**src/rtl/sr_pkg.sv**
```systemverilog
// rtl/sr_pkg.sv - shared encodings and FSM state type for the SR latch driver
package sr_pkg;

  localparam logic [1:0] OP_NOP     = 2'b00;
  localparam logic [1:0] OP_SET     = 2'b01;
  localparam logic [1:0] OP_RESET   = 2'b10;
  localparam logic [1:0] OP_ILLEGAL = 2'b11;

  localparam logic [1:0] ERR_NONE    = 2'b00;
  localparam logic [1:0] ERR_ILLEGAL = 2'b01;
  localparam logic [1:0] ERR_TIMEOUT = 2'b10;
  localparam logic [1:0] ERR_INVALID = 2'b11;

  typedef enum logic [1:0] {
    ST_IDLE,
    ST_DRIVE,
    ST_SETTLE,
    ST_DONE
  } state_t;

  function automatic int max_int(input int a, input int b);
    return (a > b) ? a : b;
  endfunction

endpackage

```
**src/rtl/sr_sync2.sv**
```systemverilog
// rtl/sr_sync2.sv - two-flop synchronizer for one asynchronous readback bit
module sr_sync2 (
  input  logic clk,
  input  logic rst,
  input  logic d,
  output logic q
);

  logic meta;

  always_ff @(posedge clk) begin
    if (rst) begin
      meta <= 1'b0;
      q    <= 1'b0;
    end else begin
      meta <= d;
      q    <= meta;
    end
  end

endmodule

```
**src/rtl/sr_driver.sv**
```systemverilog
// rtl/sr_driver.sv - pulses s/r into an external SR latch and confirms the result by readback
module sr_driver
  import sr_pkg::*;
#(
  parameter int PULSE_W = 4,
  parameter int TIMEOUT = 15
) (
  input  logic       clk,
  input  logic       rst,
  input  logic       cmd_valid,
  output logic       cmd_ready,
  input  logic [1:0] cmd_op,
  output logic       s,
  output logic       r,
  input  logic       q,
  input  logic       qn,
  output logic       done,
  output logic       err,
  output logic [1:0] err_code,
  output logic       state_q
);

  localparam int CNT_MAX = max_int(PULSE_W, TIMEOUT);
  localparam int CW      = $clog2(CNT_MAX + 1);

  localparam logic [CW-1:0] DRIVE_LAST  = CW'(PULSE_W - 1);
  localparam logic [CW-1:0] SETTLE_LAST = CW'(TIMEOUT - 1);
  localparam logic [CW-1:0] CNT_ONE     = CW'(1);

  state_t        state;
  logic [CW-1:0] cnt;
  logic          expected;
  logic          q_s;
  logic          qn_s;
  logic          accept;
  logic          match;

  sr_sync2 u_sync_q (
    .clk (clk),
    .rst (rst),
    .d   (q),
    .q   (q_s)
  );

  sr_sync2 u_sync_qn (
    .clk (clk),
    .rst (rst),
    .d   (qn),
    .q   (qn_s)
  );

  // Held low during reset so nothing is accepted on the edge that clears the FSM.
  assign cmd_ready = (state == ST_IDLE) && !rst;
  assign accept    = cmd_valid && cmd_ready;
  assign match     = (q_s == expected) && (qn_s == ~expected);

  always_ff @(posedge clk) begin
    if (rst) begin
      state    <= ST_IDLE;
      s        <= 1'b0;
      r        <= 1'b0;
      done     <= 1'b0;
      err      <= 1'b0;
      err_code <= ERR_NONE;
      state_q  <= 1'b0;
      cnt      <= '0;
      expected <= 1'b0;
    end else begin
      case (state)
        ST_IDLE: begin
          done <= 1'b0;
          if (accept) begin
            err      <= 1'b0;
            err_code <= ERR_NONE;
            cnt      <= '0;
            case (cmd_op)
              OP_SET: begin
                s        <= 1'b1;
                expected <= 1'b1;
                state    <= ST_DRIVE;
              end
              OP_RESET: begin
                r        <= 1'b1;
                expected <= 1'b0;
                state    <= ST_DRIVE;
              end
              OP_NOP: begin
                done  <= 1'b1;
                state <= ST_DONE;
              end
              default: begin
                done     <= 1'b1;
                err      <= 1'b1;
                err_code <= ERR_ILLEGAL;
                state    <= ST_DONE;
              end
            endcase
          end
        end

        ST_DRIVE: begin
          if (cnt == DRIVE_LAST) begin
            s     <= 1'b0;
            r     <= 1'b0;
            cnt   <= '0;
            state <= ST_SETTLE;
          end else begin
            cnt <= cnt + CNT_ONE;
          end
        end

        // A match wins even on the final allowed cycle.
        ST_SETTLE: begin
          if (match) begin
            state_q <= expected;
            done    <= 1'b1;
            state   <= ST_DONE;
          end else if (cnt == SETTLE_LAST) begin
            done     <= 1'b1;
            err      <= 1'b1;
            err_code <= (q_s == qn_s) ? ERR_INVALID : ERR_TIMEOUT;
            state    <= ST_DONE;
          end else begin
            cnt <= cnt + CNT_ONE;
          end
        end

        ST_DONE: begin
          done  <= 1'b0;
          state <= ST_IDLE;
        end

        default: begin
          s     <= 1'b0;
          r     <= 1'b0;
          done  <= 1'b0;
          state <= ST_IDLE;
        end
      endcase
    end
  end

endmodule

```
**config.mk**
```make
export PLATFORM = sky130hd
export DESIGN_NAME = sr_driver
export DESIGN_NICKNAME = d
export VERILOG_FILES = /design/src/rtl/sr_pkg.sv /design/src/rtl/sr_sync2.sv /design/src/rtl/sr_driver.sv
export SDC_FILE = /design/constraint.sdc
export NUM_CORES = 1
export LEC_CHECK = 0
export ABC_AREA = 1
export BUFFER_PORTS_ARGS = -buffer_cell sky130_fd_sc_hd__buf_2
export CORE_UTILIZATION = 50
export CTS_CLUSTER_DIAMETER = 120
export DETAILED_ROUTE_END_ITERATION = 8
export GPL_TIMING_DRIVEN = 0
export PLACE_DENSITY = 0.73
export SKIP_LAST_GASP = 1
export SLEW_MARGIN = 20
export SYNTH_ARGS = -nofsm -noshare
export SYNTH_HDL_FRONTEND = slang
export SYNTH_SLANG_ARGS = --single-unit
```
**constraint.sdc**
```tcl
create_clock -name clk -period 1.55 [get_ports clk]
set_input_delay 0.0775 -clock clk [delete_from_list [all_inputs] [get_ports clk]]
set_output_delay 0.0775 -clock clk [all_outputs]
set_load 0.02 [all_outputs]
```
==> results.cfg <==
[status]
status = finished clean

[floorplan]
core-area_sq_um = 1980
dieArea_sq_um = 2310
io_pins = 15
initial_core_util_pct = 53.6
fp.dieW_microns = 48.1
die_height_microns = 48.1
row_count = 16

[setup_path]
max_stage_delay_ns = 0.40
cp-start-kind = flip-flop
crit_required_ns = 1.72
ff2ff_path_depth = 6
worstReg2RegEnd = err
critPathKind = reg -> reg
cp_max_fo = 7
crit_slowest_cell = dfxtp_4
worstReg2RegStart = state[0]
path_buf_inv = 2
rrSetupSlack_ns = 0.07
path_cells = clkinvlp_4 -> ha_4 -> buf_4 -> or2_2 -> nand4_1 -> a21oi_1
crit_family = flip-flops
cp_data_arrival_time_ns = 1.64
crit_path_end_kind = flip-flop
crit_start = state[0]

[place]
post_dp_cell_area_sq_um = 1170
dp_hpwl_mm = 1.57
dp_slack_ns = -0.0736
placedCellCount = 195
portBuffers = 14
gp_congestion = 0.841

[worst_hold_path]
holdPathStages = 3
hp-class = in -> reg
whs_endpoint = expected
worstHoldStart = cmd_op[1]

[logic_synthesis]
synth-seq-cells = 18
synth_cell_types = 21
syn_inst = 154
yosysSeqAreaShare_pct = 33.9
synth_top_family_by_area = simple AND/OR/NAND/NOR gates
synth_nets = 172
synth_area_sq_um = 1060
synthAdderAreaFrac_pct = 13.0
synth_compound_area_share_pct = 8.01
ys_warn_count = 0
synthMuxAreaShare_pct = 0
synth-xor-area-share_pct = 0.824
yosys.area_share.simple_pct = 35.7
syn_area_per_cell_sq_um = 6.90

[final_layout]
nFillCells = 177
final_area_sq_um = 1320
final_cells = 205
area_growth_pct = 24.3
final_common_cell = nand2_1
nNetsFinal = 198
multi_input_area_sq_um = 668
mostFrequentLayoutCells = nand2_1 (31), nor2_1 (20), inv_1 (17)
post-route-util_pct = 66.6
antennaDiodeCount = 0
seqCellArea_sq_um = 365
post_route_cells_drive_above_1_share_pct = 25.3

[detailed_routing]
viasPerCell = 4.90
route.detailed.drc = 0
wl_per_cell_microns = 10.5
drt_iter0_markers = 31
drt_first_pass_iters = 4
num_vias = 1005
drtAntennaViolNets = 0
wl_mm = 2.15

[timing]
finalHoldViolations = 0
relSlewSlack_pct = 70.8
worst_pin_slew_ns = 0.438
maxSlewViolCount = 0
finalCriticalPeriod_ns = 1.48
fmax_mhz = 676
skew_ns = 0.00146
setup_ws_ns = 0.0713
setup_viol = 0
hold_slack_ns = 0.160
fin_crit_sh_pct = 95.4
rsz0062_at_grt = yes
fin_tns_setup_ns = 0

[global_route]
grt_max_degree = 11
grt_pass1_wl_mm = 3.18
antenna_found_initial = 0
overflow = 0
grt_pass1_vias = 766
grtUsageTotal_pct = 19.3

[cts]
numCtsBuffers = 3
cts.sinks = 18
cts_max_level = 1
clk_latency_ns = 0.28
cts_root_buf = clkbuf_4
cts_tree = done
clk_pin_slew_ns = 0.10
clk_path_buf_depth = 2

[pwr]
power.total_mw = 1.98
peakVddDrop_mv = 1.07
p_leak_nw = 0.638
p_per_area_nw_per_um2 = 1500

[flow_run]
max_cap_violations = 0
[registers in the layout, indices dropped and copies added (netlist names)]
register        flops
r                   1
err_code            2
cnt                 4
u_sync_q.meta       1
u_sync_qn.q         1
expected            1
u_sync_q.q          1
err                 1
done                1
state               2
s                   1
u_sync_qn.meta      1
state_q             1
[how the worst max path moves through the flow]
stage,endpoint,cells past startpoint
after floorplan,done,8
after global placement,cnt[2],11
after detailed placement,cnt[1],9
after CTS,cnt[2],11
after global routing,cnt[0],10
final,err,6
[worst reg2reg max path, delay by kind of cell (launching register included)]
| kind | cells | cell delay (ns) |
|---|---|---|
| buf+inv | 2 | 0.31 |
| simple gates | 2 | 0.37 |
| flops | 1 | 0.40 |
| fa+ha+maj | 1 | 0.22 |
| compound gates | 1 | 0.07 |
[synthesized netlist by cell type]
cell | count | area share, %
a21oi_1 | 14 | 6.6
buf_2 | 1 | 0.47
clkbuf_1 | 1 | 0.35
dfxtp_1 | 18 | 34
ha_1 | 11 | 13
inv_1 | 20 | 7.1
inv_2 | 2 | 0.71
nand2_1 | 32 | 11
nand2_2 | 4 | 2.4
nand3_1 | 12 | 5.7
nand3_2 | 2 | 1.9
nand4_1 | 2 | 1.2
nor2_1 | 23 | 8.1
nor2_2 | 2 | 1.2
nor2_4 | 1 | 1.1
o21ai_0 | 2 | 0.94
o21ai_1 | 1 | 0.47
or2_0 | 2 | 1.2
or2_1 | 2 | 1.2
or2_2 | 1 | 0.59
xor2_1 | 1 | 0.82
[metal layers]
layer | global-route usage [%] | vias up | wire (microns)
li1 | - | 529 | -
met1 | 26.6 | 462 | 1020
met2 | 31.1 | 12 | 1080
met3 | 2.22 | 2 | 38
met4 | 6.67 | 0 | 8
met5 | 0 | - | 0
[cells by family after synthesis]
family | after synthesis
and+or+nand+nor | 83
buffers and inverters | 24
DFF | 18
AOI/OAI and AO/OA | 17
adders and majority gates | 11
xor gates and xnor gates | 1
[power breakdown]
group	switching [mW]	internal [mW]
sequential	0.0911	0.575
combinational	0.650	0.439
clock	0.140	0.0902
[area by class of cell]
| cell class | count | area share [%] |
|---|---|---|
| inverter | 22 | 6.73 |
| timing repair buffer | 22 | 10.4 |
| buffer | 1 | 0.284 |
| sequential | 18 | 27.7 |
| tap | 27 | 2.56 |
| clock buffer | 3 | 1.71 |
| multi-input combinational | 112 | 50.6 |
[timing repair]
action                                  in CTS  in global routing
setup buffers                                0                  5
cloned                                       0                  0
gates resized for setup                      3                 16
hold endpoints to repair                     3                  0
endpoints found under the setup margin      10                 13
pin swaps                                    1                  5
hold buffers                                 3                  0
Note: power is estimated with default switching activity, not from simulation.
